## src/rtl/raven_bus_pkg.sv

```systemverilog
// Shared definitions for the 68000 local-bus responder: FSM states, address
// regions, the A23..A20 address map and the region decoder.
package raven_bus_pkg;

  typedef enum logic [1:0] {
    ST_IDLE,
    ST_WAIT,
    ST_ACK,
    ST_BERR
  } bus_state_e;

  typedef enum logic [1:0] {
    REG_ROM,
    REG_RAM,
    REG_IO,
    REG_NONE
  } region_e;

  localparam logic [3:0] ROM_ADDR    = 4'h0;
  localparam logic [3:0] RAM_ADDR_LO = 4'h1;
  localparam logic [3:0] RAM_ADDR_HI = 4'h7;
  localparam logic [3:0] IO_ADDR     = 4'hF;

  // Everything the responder needs to remember about the cycle in progress.
  typedef struct packed {
    region_e region;
    logic    rw;
    logic    uds_n;
    logic    lds_n;
  } bus_req_t;

  localparam bus_req_t REQ_IDLE = '{region: REG_NONE, rw: 1'b1, uds_n: 1'b1, lds_n: 1'b1};

  function automatic region_e decode_region(input logic [3:0] addr_hi);
    region_e r;
    r = REG_NONE;
    if (addr_hi == ROM_ADDR) begin
      r = REG_ROM;
    end else if (addr_hi >= RAM_ADDR_LO && addr_hi <= RAM_ADDR_HI) begin
      r = REG_RAM;
    end else if (addr_hi == IO_ADDR) begin
      r = REG_IO;
    end
    return r;
  endfunction

endpackage

```

## src/rtl/sync2.sv

```systemverilog
// Generic two-flop synchronizer. Resets to 1 so an active-low strobe reads
// as inactive while reset is held.
module sync2 (
  input  logic clk,
  input  logic rst,
  input  logic d,
  output logic q
);

  logic meta;

  // NOTE: sequential state uses non-blocking assignments so both flops
  // sample their inputs from before the edge, giving a true two-stage chain.
  always_ff @(posedge clk or posedge rst) begin
    if (rst) begin
      meta <= 1'b1;
      q    <= 1'b1;
    end else begin
      meta <= d;
      q    <= meta;
    end
  end

endmodule

```

## src/rtl/m68k_bus_responder.sv

```systemverilog
// 68000 bus responder: decodes A23..A20 into ROM/RAM/IO selects, counts
// per-region wait states, then returns DTACK, or BERR after a timeout.
module m68k_bus_responder
  import raven_bus_pkg::*;
#(
  parameter int unsigned ROM_WAIT     = 2,
  parameter int unsigned RAM_WAIT     = 0,
  parameter int unsigned IO_WAIT      = 4,
  parameter int unsigned BERR_TIMEOUT = 32,
  parameter int unsigned CNT_W        = 6
) (
  input  logic       clk_in,
  input  logic       reset,
  input  logic       as_n,
  input  logic       rw,
  input  logic       uds_n,
  input  logic       lds_n,
  input  logic [3:0] addr_hi,
  output logic       dtack_n,
  output logic       berr_n,
  output logic       rom_ce_n,
  output logic       ram_ce_n,
  output logic       io_ce_n,
  output logic       oe_n,
  output logic       we_hi_n,
  output logic       we_lo_n
);

  localparam logic [CNT_W-1:0] CNT_ROM  = CNT_W'(ROM_WAIT);
  localparam logic [CNT_W-1:0] CNT_RAM  = CNT_W'(RAM_WAIT);
  localparam logic [CNT_W-1:0] CNT_IO   = CNT_W'(IO_WAIT);
  localparam logic [CNT_W-1:0] CNT_BERR = CNT_W'(BERR_TIMEOUT);

  function automatic logic [CNT_W-1:0] load_value(input region_e r);
    logic [CNT_W-1:0] v;
    case (r)
      REG_ROM: v = CNT_ROM;
      REG_RAM: v = CNT_RAM;
      REG_IO:  v = CNT_IO;
      default: v = CNT_BERR;
    endcase
    return v;
  endfunction

  logic             as_s;
  bus_state_e       state_q, state_d;
  logic [CNT_W-1:0] cnt_q, cnt_d;
  bus_req_t         req_q, req_d;

  logic dtack_d, berr_d, rom_ce_d, ram_ce_d, io_ce_d, oe_d, we_hi_d, we_lo_d;

  sync2 u_as_sync (
    .clk (clk_in),
    .rst (reset),
    .d   (as_n),
    .q   (as_s)
  );

  // State register. Outputs are registered too, so reset releases them at
  // once without waiting for a clock edge.
  always_ff @(posedge clk_in or posedge reset) begin
    if (reset) begin
      state_q  <= ST_IDLE;
      cnt_q    <= '0;
      req_q    <= REQ_IDLE;
      dtack_n  <= 1'b1;
      berr_n   <= 1'b1;
      rom_ce_n <= 1'b1;
      ram_ce_n <= 1'b1;
      io_ce_n  <= 1'b1;
      oe_n     <= 1'b1;
      we_hi_n  <= 1'b1;
      we_lo_n  <= 1'b1;
    end else begin
      state_q  <= state_d;
      cnt_q    <= cnt_d;
      req_q    <= req_d;
      dtack_n  <= dtack_d;
      berr_n   <= berr_d;
      rom_ce_n <= rom_ce_d;
      ram_ce_n <= ram_ce_d;
      io_ce_n  <= io_ce_d;
      oe_n     <= oe_d;
      we_hi_n  <= we_hi_d;
      we_lo_n  <= we_lo_d;
    end
  end

  // Next-state logic. The CPU qualifiers are only sampled in IDLE once the
  // synchronized strobe is low, by which point they are stable.
  always_comb begin
    // NOTE: every variable gets a default first so no path leaves it
    // unassigned, which would otherwise infer a latch.
    state_d = state_q;
    cnt_d   = cnt_q;
    req_d   = req_q;
    case (state_q)
      ST_IDLE: begin
        if (!as_s) begin
          req_d   = '{region: decode_region(addr_hi), rw: rw, uds_n: uds_n, lds_n: lds_n};
          cnt_d   = load_value(decode_region(addr_hi));
          state_d = ST_WAIT;
        end
      end
      ST_WAIT: begin
        if (as_s) begin
          state_d = ST_IDLE;
        end else if (cnt_q == '0) begin
          state_d = (req_q.region == REG_NONE) ? ST_BERR : ST_ACK;
        end else begin
          cnt_d = cnt_q - CNT_W'(1);
        end
      end
      ST_ACK, ST_BERR: begin
        if (as_s) state_d = ST_IDLE;
      end
      default: state_d = ST_IDLE;
    endcase
  end

  // Output logic, evaluated on the next state so the registered strobes
  // change on the same edge as the state they belong to.
  always_comb begin
    logic sel;
    sel      = (state_d == ST_WAIT || state_d == ST_ACK) && (req_d.region != REG_NONE);
    dtack_d  = !(state_d == ST_ACK);
    berr_d   = !(state_d == ST_BERR);
    rom_ce_d = !(sel && req_d.region == REG_ROM);
    ram_ce_d = !(sel && req_d.region == REG_RAM);
    io_ce_d  = !(sel && req_d.region == REG_IO);
    // rw splits read and write, so oe_n and the write enables never overlap.
    oe_d     = !(sel && req_d.rw);
    we_hi_d  = !(sel && !req_d.rw && !req_d.uds_n);
    we_lo_d  = !(sel && !req_d.rw && !req_d.lds_n);
  end

endmodule

```

## config.mk

```make
export PLATFORM = sky130hd
export DESIGN_NAME = m68k_bus_responder
export DESIGN_NICKNAME = d
export VERILOG_FILES = /design/src/rtl/raven_bus_pkg.sv /design/src/rtl/sync2.sv /design/src/rtl/m68k_bus_responder.sv
export SDC_FILE = /design/constraint.sdc
export NUM_CORES = 1
export LEC_CHECK = 0
export ABC_CLOCK_PERIOD_IN_PS = 2000
export BUFFER_PORTS_ARGS = -buffer_cell sky130_fd_sc_hd__buf_2
export CAP_MARGIN = 10
export CORE_MARGIN = 2
export CORE_UTILIZATION = 53
export CTS_CLUSTER_SIZE = 30
export DETAILED_ROUTE_END_ITERATION = 6
export GPL_ROUTABILITY_DRIVEN = 0
export GPL_TIMING_DRIVEN = 0
export PLACE_DENSITY = 0.74
export REMOVE_ABC_BUFFERS = 1
export SLEW_MARGIN = 15
export SYNTH_ARGS = -nofsm -noshare
export SYNTH_HDL_FRONTEND = slang
export SYNTH_HIERARCHICAL = 1
export SYNTH_SLANG_ARGS = --single-unit
```

## constraint.sdc

```tcl
create_clock -name clk_in -period 2 [get_ports clk_in]
set_input_delay 0.1 -clock clk_in [delete_from_list [all_inputs] [get_ports clk_in]]
set_output_delay 0.1 -clock clk_in [all_outputs]
set_load 0.005 [all_outputs]
```

# ---- Yosys cells after proc, flatten, opt, wreduce, memory -nomap -nowiden
# Index checks and enable logic that the tools add are counted.
dict set report word_totals {
  memories 0
  out_inout_bits 8
  input_bits 10
  latch_bits 0
  mem_bits_rw 0
  elab_cells 82
  regBits 23
  mem_bits_ro 0
}
dict set report op_classes {
  order_cmp 2
  mux 18
  n_shift 0
  div 0
  bitwise_logic 0
  n_eq_ne 16
  addsub 1
  mul 0
  reduce_logical 29
}
# cell count
set op_table {}
lappend op_table {{2-to-1 mux 6 bit} 3}
lappend op_table {{one-hot mux 6 bit (3 select lines)} 1}
lappend op_table {{2-to-1 mux 2 bit} 8}
lappend op_table {{equality test 2 bit (second input constant)} 7}
lappend op_table {{one-hot mux 6 bit (2 select lines)} 1}
lappend op_table {{logical NOT 1 bit} 11}
lappend op_table {{2-to-1 mux 5 bit} 2}
lappend op_table {{logical AND 1 bit} 9}
lappend op_table {{equality test 2 x 1 -> 1 bit (second input constant)} 4}
lappend op_table {{!= test 2 bit (second input constant)} 4}
lappend op_table {{logical NOT 2 bit} 3}
lappend op_table {{logical NOT 6 bit} 1}
lappend op_table {{one-hot mux 2 bit (3 select lines)} 1}
lappend op_table {{subtractor 6 x 1 -> 6 bit (second input constant)} 1}
lappend op_table {{equality test 4 bit (second input constant)} 1}
lappend op_table {{>= comparator 4 x 1 -> 1 bit (second input constant)} 1}
lappend op_table {{less-or-equal comparator 4 x 3 -> 1 bit (second input constant)} 1}
lappend op_table {{logical NOT 4 bit} 1}
lappend op_table {{AND reduction 4 bit} 1}
lappend op_table {{2-to-1 mux 1 bit} 2}
lappend op_table {{nonzero test 2 bit} 1}
lappend op_table {{OR reduction 2 bit} 1}
lappend op_table {{logical OR 1 bit} 1}

# ---- Longest topological paths before layout
# Gate-level depths: netlist of the first run.
dict set report logic_depth {
  ltp_word 11
  ltp_mapped 9
  ltp_nobuf 9
}

# ---- Cells and area by module
# The synthesis of the first run kept the hierarchy.
# module instances seq_area_each_um2 cells_per_inst area_each_um2
set modules_own_cells {}
lappend modules_own_cells {m68k_bus_responder 1 541.8 95 984.7}
lappend modules_own_cells {sync2 1 52.6 3 56.3}

# ---- Worst setup path before layout of the first run
# Ideal clock, no wire load.
dict set report synth_path {
  kind {reg2reg}
  startpoint {reg cnt_q[0]}
  endpoint {reg we_hi_n}
  synth_period_minus_slack_ns 1.677
  slack_ns 0.323
  stages_incl_launch_ff 10
  arrival_time_ns 1.616
  t_required_ns 1.940
  setup_time_ns 0.060
  n_path_buf 0
  path_cell_list {dfrtp_1 > inv_1 > ha_1 > nand2b_1 > nor2_1 > a311oi_1 > ha_1 > inv_1 > nor2_1 > nand2_1}
}
dict set report synth_via {
  elab_chain_cells 10
  word_cells_on_any_way 11
  cone_classes {eq/ne: 2; mux: 3; reduce/logical: 6}
}
# element line
set synth_lines {}
lappend synth_lines {{start: declaration} m68k_bus_responder.sv:47} ;# logic [CNT_W-1:0] cnt_q, cnt_d;
lappend synth_lines {{start signal: assignment} m68k_bus_responder.sv:76} ;# cnt_q <= cnt_d;
lappend synth_lines {{logical NOT 6 bit (*)} m68k_bus_responder.sv:108} ;# end else if (cnt_q == '0) begin
lappend synth_lines {{2-to-1 mux 2 bit (*)} m68k_bus_responder.sv:108}
lappend synth_lines {{2-to-1 mux 2 bit (*)} m68k_bus_responder.sv:106} ;# if (as_s) begin
lappend synth_lines {{one-hot mux 2 bit (3 select lines) (*)} m68k_bus_responder.sv:97} ;# case (state_q)
lappend synth_lines {{named net state_d[0]} m68k_bus_responder.sv:46} ;# bus_state_e state_q, state_d;
lappend synth_lines {{equality test 2 x 1 -> 1 bit / equality test 2 bit (equally long branches)} m68k_bus_responder.sv:125} ;# sel = (state_d == ST_WAIT || state_d == ST_ACK) && (req_d.region != REG_NONE);
lappend synth_lines {{logical OR 1 bit (*)} m68k_bus_responder.sv:125}
lappend synth_lines {{logical AND 1 bit (*)} m68k_bus_responder.sv:125}
lappend synth_lines {{logical AND 1 bit (*) (2 in series)} m68k_bus_responder.sv:133} ;# we_hi_d = !(sel && !req_d.rw && !req_d.uds_n);
lappend synth_lines {{logical NOT 1 bit (*)} m68k_bus_responder.sv:133}
lappend synth_lines {{named net we_hi_d} m68k_bus_responder.sv:50} ;# logic dtack_d, berr_d, rom_ce_d, ram_ce_d, io_ce_d, oe_d, we_hi_d, we_lo_d;
lappend synth_lines {{end signal: assignment} m68k_bus_responder.sv:84} ;# we_hi_n <= we_hi_d;
lappend synth_lines {{end: declaration} m68k_bus_responder.sv:25} ;# output logic we_hi_n,
# Mark *: on every way through the listed nets, which the timed path passes. The rest lies on a longest branch.
# A chain may end at the register's enable or synchronous reset.

# ---- Final worst setup path of the first run
# Same ends and word-level chain as after synthesis.

==> results of run 1 <==
per-layer routing:
layer | global-route usage | vias to the layer above | share of wire
met5 | 0 | - | 0
met4 | 0.08571 | 0 | 0.016
met3 | 0.02778 | 4 | 0.040
met2 | 0.3194 | 22 | 0.50
met1 | 0.2411 | 385 | 0.44
li1 | - | 388 | -
report_power, final:
part / total, mW / internal [mW] / leakage [nW] / switching (mW)
clock: 0.212 / 0.0779 / 0.0150 / 0.134
combinational: 0.581 / 0.252 / 0.263 / 0.329
sequential: 0.763 / 0.672 / 0.260 / 0.0912
total: 1.56 / 1.00 / 0.538 / 0.555
sequential cells by signal (all words and copies together) (netlist names):
signal          count
state_q             2
req_q               5
we_hi_n             1
dtack_n             1
oe_n                1
cnt_q               6
we_lo_n             1
rom_ce_n            1
u_as_sync/meta      1
berr_n              1
u_as_sync/q         1
ram_ce_n            1
io_ce_n             1
repair_timing:
action                     in CTS  in global routing
resized for setup               0                  1
setup endpoints to repair       0                  3
hold endpoints to repair       12                  0
setup buffers                   0                  0
hold buffers                    3                  0
how the worst max path moves through the flow:
stage	startpoint	endpoint	cells after the start
final	cnt_q[0]$_DFFE_PP0P_	we_hi_n$_DFF_PP1_	9
after global routing	cnt_q[0]$_DFFE_PP0P_	we_hi_n$_DFF_PP1_	9
after CTS	cnt_q[0]$_DFFE_PP0P_	we_hi_n$_DFF_PP1_	9
after detailed placement	cnt_q[0]$_DFFE_PP0P_	we_hi_n$_DFF_PP1_	9
after global placement	cnt_q[0]$_DFFE_PP0P_	we_hi_n$_DFF_PP1_	9
after floorplan	cnt_q[0]$_DFFE_PP0P_	we_hi_n$_DFF_PP1_	9
final cells by class:
cell class                      count  share of cell area
Tap cell                           27             0.02775
Clock buffer                        4             0.02158
Inverter                           12             0.03700
Sequential cell                    23              0.4882
Multi-Input combinational cell     62              0.3309
Timing Repair Buffer               20             0.09455
cell usage in the layout (no fill, tap or decap), drive strengths merged, types with 2 or more instances in the layout:
cell	count
inv	12
dfstp	15
nor2	11
nand2b	2
clkbuf	4
mux2	2
a21oi	3
ha	3
or3	3
nor2b	2
buf	17
o21ai	3
dfrtp	8
nand3	7
dlygate4sd3	3
nand2	7
o2111ai	2
nor3	3
logic make-up after synthesis:
family,share of synthesized area
DFF,0.5709
muxes,0.03125
AOI/OAI and AO/OA,0.1250
adders and majority gates,0.03606
buffers and inverters,0.04807
and+or+nand+nor,0.1719
xor gates and xnor gates,0.01683
stage by stage:
step	hold WS (ns)	setup slack, ns	util
final	0.04082	0.1514	0.6401
after global routing	0.02798	0.001365	0.6401
after CTS	0.02627	0.09125	0.6368
after detailed placement	0.1362	0.1181	0.6072
after global placement	0.1332	0.1613	0.6072
after floorplan	0.01150	0.3233	-
critical path, stage by stage, from the launching register on:
cell and delay (ns):
dfrtp_1 0.40, inv_1 0.09, ha_1 0.18, nand2b_1 0.11
nor2_1 0.19, a311oi_2 0.15, ha_1 0.42, inv_1 0.07
nor2_1 0.10, nand2_1 0.06
==> impl_metrics.json, run 1 <==
{
  "status": "complete, no violations",
  "reg2regPathDepth": 9,
  "ant_nets": 0,
  "io_pins": 18,
  "ff_latch_area_um2": 594.3,
  "diodes": 0,
  "drt-initial-drc-count": 29,
  "dieArea_um2": 2335,
  "leakagePower_nw": 0.5379,
  "power_density_nw_per_um2": 1278,
  "clk_pin_slew_ns": 0.13,
  "period_share": 0.9243,
  "syn2layout_area_growth_pct": 16.95,
  "min_to": "req_q[1]$_DFF_PP1_",
  "r2r_slack_ns": 0.15,
  "max-cap-violations": 0,
  "nets": 135,
  "clkLatencyLatePin_ns": 0.31,
  "cts_tree": "yes",
  "synth_common_cells": "15 x dfstp_2, 12 x inv_1, 11 x nor2_1",
  "synth-seq-cells": 23,
  "wl_per_cell_um": 12.86,
  "antenna_found_initial": 0,
  "final.min_clock_period_ns": 1.849,
  "cts_max_level": 1,
  "row_count": 16,
  "placed_area_um2": 1155,
  "async_reset_ff_frac": 1.000,
  "place_inst": 141,
  "path_max_fanout": 5,
  "endpoint_kind": "register",
  "synth_area_leader_cell": "dfstp_2",
  "core-area_um2": 1902,
  "grt_pass1_wl_mm": 3.429,
  "cp-start-kind": "register",
  "track_usage": 0.1886,
  "synth_cell_types": 31,
  "synth_ff_type": "dfstp_2",
  "clockRootBuffer": "clkbuf_4",
  "die_width_um": 48.32,
  "power.total_mw": 1.556,
  "synth-warning-count": 6,
  "worstMarginPinSlew_ns": 0.7595,
  "relSlewSlack": 0.4931,
  "clock_sinks": 23,
  "finalSetupTns_ns": 0,
  "peakVddDrop_uv": 733.5,
  "skew_ns": 0.01145,
  "r2r-end": "we_hi_n$_DFF_PP1_",
  "vias": 799,
  "synth_top_area_frac": 0.3786,
  "rr_startpoint": "cnt_q[0]$_DFFE_PP0P_",
  "dr.pass1.iters": 4,
  "yosysMostFrequentCell": "dfstp_2",
  "dp_hpwl_mm": 1.431,
  "multi_input_area_um2": 402.9,
  "synth_top_cells_by_area": "dfstp_2 38%, dfrtp_1 19%, inv_1 4.3%, nor2_1 4.0%, ha_1 3.6%",
  "drive_gt1_frac": 0.3306,
  "drc": 0,
  "syn_area_um2": 1041,
  "start_util": 0.5474,
  "die_y_um": 48.32,
  "synthCells": 98,
  "port-buffer-count": 17,
  "hold_depth": 2,
  "fmax_mhz": 541.0,
  "ys_seq_area_frac": 0.5709,
  "grt_pass1_vias": 796,
  "viasPerCell": 5.399,
  "drv_slew": 0,
  "finalNonFillerCells": 148,
  "cp.arrival_ns": 2.09,
  "final.fill_count": 161,
  "grt_max_degree": 22,
  "numCtsBuffers": 3,
  "rsz0062_at_grt": "no",
  "worstSetupPathType": "register to register",
  "synth_edf_count": 0,
  "required_ns": 2.25,
  "setup_viol": 0,
  "cts_buffer_depth": 2,
  "drt_wl_total_mm": 1.904,
  "hold_start": "uds_n",
  "finalInstanceArea_um2": 1217,
  "avgSynthCellArea_um2": 10.62,
  "hp-class": "input port to register",
  "hold_violations": 0,
  "grt_overflow": 0
}
No activity file was read; power rests on OpenSTA's default activity.
==> run 2: changes to the inputs <==
- ABC_CLOCK_PERIOD_IN_PS: 2000 -> 1900
- clock period: 2 -> 1.9 ns (I/O delays scaled with it)
==> impl_metrics.json, run 2 (synthesized netlist as in run 1, its figures left out) <==
{
  "row_count": 16,
  "peakVddDrop_uv": 789.3,
  "cts_tree": "yes",
  "path_max_fanout": 5,
  "placed_area_um2": 1155,
  "min_to": "req_q[1]$_DFF_PP1_",
  "syn2layout_area_growth_pct": 19.35,
  "rr_startpoint": "cnt_q[0]$_DFFE_PP0P_",
  "top_regs": "cnt_q (6), req_q (5), state_q (2)",
  "setup_viol": 0,
  "r2r-end": "we_hi_n$_DFF_PP1_",
  "antenna_found_initial": 0,
  "die_y_um": 48.32,
  "period_share": 0.9493,
  "worstSetupPathType": "register to register",
  "endpoint_kind": "register",
  "track_usage": 0.1879,
  "nets": 137,
  "diodes": 0,
  "finalInstanceArea_um2": 1242,
  "drc": 0,
  "hold_violations": 0,
  "combPwrFrac": 0.384,
  "sw_frac_of_total": 0.3569,
  "dr.pass1.iters": 4,
  "required_ns": 2.15,
  "r2r_slack_ns": 0.1,
  "status": "complete, no violations",
  "internal-power_mw": 1.074,
  "relSlewSlack": 0.4904,
  "power_density_nw_per_um2": 1344,
  "start_util": 0.5474,
  "final_common_cell": "buf_2",
  "cp.arrival_ns": 2.06,
  "reg2regPathDepth": 9,
  "die_width_um": 48.32,
  "clockRootBuffer": "clkbuf_4",
  "drive_gt1_frac": 0.3659,
  "wl_per_cell_um": 12.94,
  "ant_nets": 0,
  "dp_hpwl_mm": 1.431,
  "drt-initial-drc-count": 16,
  "postLayoutCoreUtil": 0.6533,
  "port-buffer-count": 17,
  "final.min_clock_period_ns": 1.804,
  "vias": 800,
  "max-cap-violations": 0,
  "clock_sinks": 23,
  "p_seq_frac": 0.485,
  "drv_slew": 0,
  "hold_depth": 2,
  "hp-class": "input port to register",
  "skew_ns": 0.006781,
  "grt_pass1_vias": 794,
  "finalNonFillerCells": 150,
  "io_pins": 18,
  "cts_max_level": 1,
  "largest_reg_flops": 6,
  "place_inst": 141,
  "grt_overflow": 0,
  "power.total_mw": 1.670,
  "grt_pass1_wl_mm": 3.415,
  "final_cell_mix": "17 x buf_2, 15 x dfstp_2, 12 x inv_1, 9 x nor2_1, 8 x dfrtp_1",
  "multi_input_area_um2": 412.9,
  "top_register": "cnt_q",
  "ff_latch_area_um2": 594.3,
  "hold_start": "uds_n",
  "cts_buffer_depth": 2,
  "worstMarginPinSlew_ns": 0.7636,
  "drt_wl_total_mm": 1.941,
  "clkLatencyLatePin_ns": 0.31,
  "clk_pin_slew_ns": 0.12,
  "core-area_um2": 1902,
  "cp-start-kind": "register",
  "grt_max_degree": 22,
  "leakagePower_nw": 0.5495,
  "fmax_mhz": 554.4,
  "p_switching_mw": 0.5959,
  "numCtsBuffers": 3,
  "dieArea_um2": 2335,
  "clockPowerShare": 0.131,
  "viasPerCell": 5.333,
  "final.fill_count": 156
}
run 2: cell types whose count changed in the layout (fill, tap and decap cells not counted):
cell and delta:
nor3_1 -1, nor2_2 +2, nor2_1 -2, nor3_2 +1
buf_4 +2
run 2: final cells by class:
class	count	share of cell area
repair buffers	22	0.1047
multi-input cells	62	0.3323
flip-flops and latches	23	0.4783
well taps	27	0.02719
inverters	12	0.03625
clock buffers	4	0.02115
run 2: power groups by stage:
stage          clock network, mW  registers (mW)  logic [mW]
2_1_floorplan                  0           0.798       0.439
3_3_place_gp                   0           0.806       0.570
3_5_place_dp                   0           0.813       0.594
4_1_cts                    0.236           0.803       0.613
5_1_grt                    0.250           0.833       0.724
6_report                   0.219           0.810       0.641
run 2: per-layer routing:
metal  GRT usage  part of all wire  up-vias
met5           0                 0        -
met4     0.08571             0.015        0
met3     0.02778             0.026        4
met2      0.3194              0.50       13
met1      0.2390              0.45      390
li1            -                 -      393
run 2: how the worst max path moves through the flow:
| stage | slack (ns) | end | from |
|---|---|---|---|
| after global placement | 0.06 | we_hi_n$_DFF_PP1_ | cnt_q[0]$_DFFE_PP0P_ |
| after detailed placement | 0.02 | we_hi_n$_DFF_PP1_ | cnt_q[0]$_DFFE_PP0P_ |
| after CTS | 0.07 | we_hi_n$_DFF_PP1_ | cnt_q[0]$_DFFE_PP0P_ |
| after global routing | -0.02 | we_hi_n$_DFF_PP1_ | cnt_q[0]$_DFFE_PP0P_ |
| after floorplan | 0.22 | we_hi_n$_DFF_PP1_ | cnt_q[0]$_DFFE_PP0P_ |
| final | 0.1 | we_hi_n$_DFF_PP1_ | cnt_q[0]$_DFFE_PP0P_ |
run 2: worst max-delay path, stage by stage (launching register included):
cell	delay, ns
dfrtp_1	0.37
inv_1	0.07
ha_1	0.22
nand2b_1	0.16
nor2_2	0.06
a311oi_2	0.31
ha_1	0.35
inv_1	0.10
nor2_1	0.05
nand2_1	0.06
run 2: repair_timing:
action                                  4_1_cts  5_1_grt
resized for setup                             1        3
endpoints found under the setup margin        2        3
hold buffers                                  3        0
pin swaps                                     0        3
endpoints found under the hold margin        12        0
buffers inserted                              0        2
run 2: metrics by stage:
| stage | worst slack [ns] | hold slack (ns) | setup TNS, ns |
|---|---|---|---|
| after CTS | 0.06794 | 0.02127 | 0 |
| after global placement | 0.06126 | 0.1282 | 0 |
| final | 0.09632 | 0.03583 | 0 |
| after floorplan | 0.2233 | 0.006500 | 0 |
| after detailed placement | 0.01813 | 0.1312 | 0 |
| after global routing | -0.01935 | 0.02298 | -0.02807 |
==> run 3: changes to the inputs <==
- ABC_AREA: not set -> 1
- CORE_UTILIZATION: 53 -> 54
- PLACE_DENSITY: 0.74 -> 0.75
==> impl_metrics.json, run 3 <==
{
  "cts_buffer_depth": 2,
  "ant_nets": 0,
  "required_ns": 2.16,
  "cp.arrival_ns": 2.02,
  "hold_start": "lds_n",
  "syn2layout_area_growth_pct": 17.29,
  "period_share": 0.9280,
  "track_usage": 0.1910,
  "rr_startpoint": "cnt_q[0]$_DFFE_PP0P_",
  "dieArea_um2": 2502,
  "grt_pass1_wl_mm": 3.594,
  "die_width_um": 50.02,
  "relSlewSlack": 0.4784,
  "dr.pass1.iters": 4,
  "hold_depth": 3,
  "drv_slew": 0,
  "io_pins": 18,
  "yosysMostFrequentCell": "nand2_1",
  "cp_cell_sequence": "inv_2 > ha_2 > inv_1 > nor2_4 > nand2_1 > o22ai_2 > inv_2 > ha_4 > inv_1 > nor2_2 > nand2_1",
  "clk_pin_slew_ns": 0.12,
  "dp_hpwl_mm": 1.561,
  "diodes": 0,
  "endpoint_kind": "register",
  "clock_sinks": 23,
  "path_max_fanout": 5,
  "final_cell_mix": "27 x nand2_1, 23 x inv_1, 17 x buf_2, 15 x dfstp_2, 10 x nand3_1",
  "clockRootBuffer": "clkbuf_4",
  "slowest_stage": "dfrtp_1",
  "final.min_clock_period_ns": 1.763,
  "avgSynthCellArea_um2": 9.005,
  "start_util": 0.5770,
  "synth_cell_types": 21,
  "critical_path.top_delay_family": "adder cells",
  "finalNonFillerCells": 177,
  "power.total_mw": 1.975,
  "numCtsBuffers": 3,
  "synth-seq-cells": 23,
  "dpl_worst_slack_ns": -0.04603,
  "async_reset_ff_frac": 1.000,
  "final_common_cell": "nand2_1",
  "viasPerCell": 4.921,
  "place_inst": 171,
  "synthCells": 127,
  "grt_max_degree": 22,
  "port-buffer-count": 17,
  "vias": 871,
  "finalSetupTns_ns": 0,
  "syn_area_um2": 1144,
  "antenna_found_initial": 0,
  "top_regs": "cnt_q (6), req_q (5), state_q (2)",
  "drive_gt1_frac": 0.4067,
  "nets": 164,
  "row_count": 16,
  "drc": 0,
  "reg2regPathDepth": 11,
  "cts_max_level": 1,
  "cp-start-kind": "register",
  "worstMarginPinSlew_ns": 0.7816,
  "ys_seq_area_frac": 0.5197,
  "status": "complete, no violations",
  "skew_ns": 0.002793,
  "slowest_delay_ns": 0.39,
  "core-area_um2": 1982,
  "setup_viol": 0,
  "synth_top_cells_by_area": "dfstp_2 34%, dfrtp_1 18%, nand2_1 8.9%, inv_1 8.5%, nand3_1 4.4%",
  "holdWs_ns": 0.01730,
  "synth_area_leader_cell": "dfstp_2",
  "grt_pass1_vias": 866,
  "synth_top_area_frac": 0.3446,
  "grt_overflow": 0,
  "clkLatencyLatePin_ns": 0.31,
  "synth_edf_count": 0,
  "r2r_slack_ns": 0.14,
  "synth_common_cells": "27 x nand2_1, 26 x inv_1, 15 x dfstp_2",
  "drt-initial-drc-count": 19,
  "synth-warning-count": 6,
  "synth_ff_type": "dfstp_2",
  "rsz0062_at_grt": "no",
  "fmax_mhz": 567.1,
  "wl_per_cell_um": 11.63,
  "max-cap-violations": 0,
  "r2r-end": "ram_ce_n$_DFF_PP1_",
  "top_register": "cnt_q",
  "hp-class": "input port to register",
  "peakVddDrop_uv": 878.6,
  "largest_reg_flops": 6,
  "worstSetupPathType": "register to register",
  "power_density_nw_per_um2": 1472,
  "min_to": "req_q[0]$_DFF_PP1_",
  "hold_violations": 0,
  "drt_wl_total_mm": 2.058,
  "cp_num_buf_inv": 4,
  "die_y_um": 50.02,
  "final.setup.worst_slack_ns": 0.1368,
  "cts_tree": "yes",
  "leakagePower_nw": 0.6674
}
run 3: cell count changes in the layout (fill, tap and decap cells not counted), sizes merged, moves of 3 or more:
cell / change
nand2: +26
nand3: +4
nand4: +4
nor3: -3
o21ai: +8
inv: +17
or3: -3
run 3: worst max path at each step:
stage                               endpoint  slack (ns)            startpoint  cells past startpoint
final                     ram_ce_n$_DFF_PP1_        0.14  cnt_q[0]$_DFFE_PP0P_                     11
after global routing      ram_ce_n$_DFF_PP1_        0.01  cnt_q[1]$_DFFE_PP0P_                     11
after CTS                 ram_ce_n$_DFF_PP1_       0.008  cnt_q[0]$_DFFE_PP0P_                     11
after detailed placement  ram_ce_n$_DFF_PP1_       -0.05  cnt_q[0]$_DFFE_PP0P_                     11
after global placement    ram_ce_n$_DFF_PP1_       -0.02  cnt_q[0]$_DFFE_PP0P_                     11
after floorplan           ram_ce_n$_DFF_PP1_        0.17  cnt_q[0]$_DFFE_PP0P_                     11
run 3: worst reg2reg max path, cell delays in order, from the launching register on:
cell	delay (ns)
dfrtp_1	0.39
inv_2	0.09
ha_2	0.19
inv_1	0.06
nor2_4	0.16
nand2_1	0.10
o22ai_2	0.13
inv_2	0.07
ha_4	0.29
inv_1	0.05
nor2_2	0.11
nand2_1	0.07
run 3: area by class of cell:
type / count / area [um2]
repair buffers: 19 / 105.1
inverters: 29 / 108.9
fillers: 163 / 640.6
well taps: 27 / 33.78
flip-flops and latches: 23 / 594.3
multi-input cells: 75 / 473.0
clock buffers: 4 / 26.28
run 3: cells by family (layout without fill, tap and decap cells):
kind of cell | count (synthesis) | after routing | share of synthesized area
AO/OA/AOI/OAI | 14 | 14 | 0.07768
adder cells (fa/ha/maj) | 3 | 3 | 0.03283
buffers and inverters | 29 | 52 | 0.09518
flip-flops | 23 | 23 | 0.5197
AND/OR/NAND/NOR | 58 | 58 | 0.2746
run 3: timing repair:
action,CTS,global route
hold buffers,2,0
setup buffers,0,0
hold endpoints to repair,11,0
pin swaps,0,3
gates resized for setup,2,6
endpoints found under the setup margin,2,4
run 3: power by group:
part / leakage (nW) / internal (mW) / total, mW / switching [mW]
Combinational: 0.393 / 0.354 / 0.940 / 0.586
Clock: 0.0150 / 0.0822 / 0.224 / 0.142
Sequential: 0.260 / 0.717 / 0.810 / 0.0930
run 3: per-stage QoR:
step	area [um2]	util
finish	1341	0.6768
global route	1341	0.6768
CTS	1325	0.6686
detailed placement	1262	0.6370
global placement	1262	0.6370
floorplan	1144	-
run 3: layer usage:
layer,vias up,GRT usage,part of all wire
met3,5,0.03939,0.035
met5,-,0,0
met4,0,0.08796,0.018
met1,409,0.2309,0.44
met2,18,0.3224,0.51
li1,439,-,-
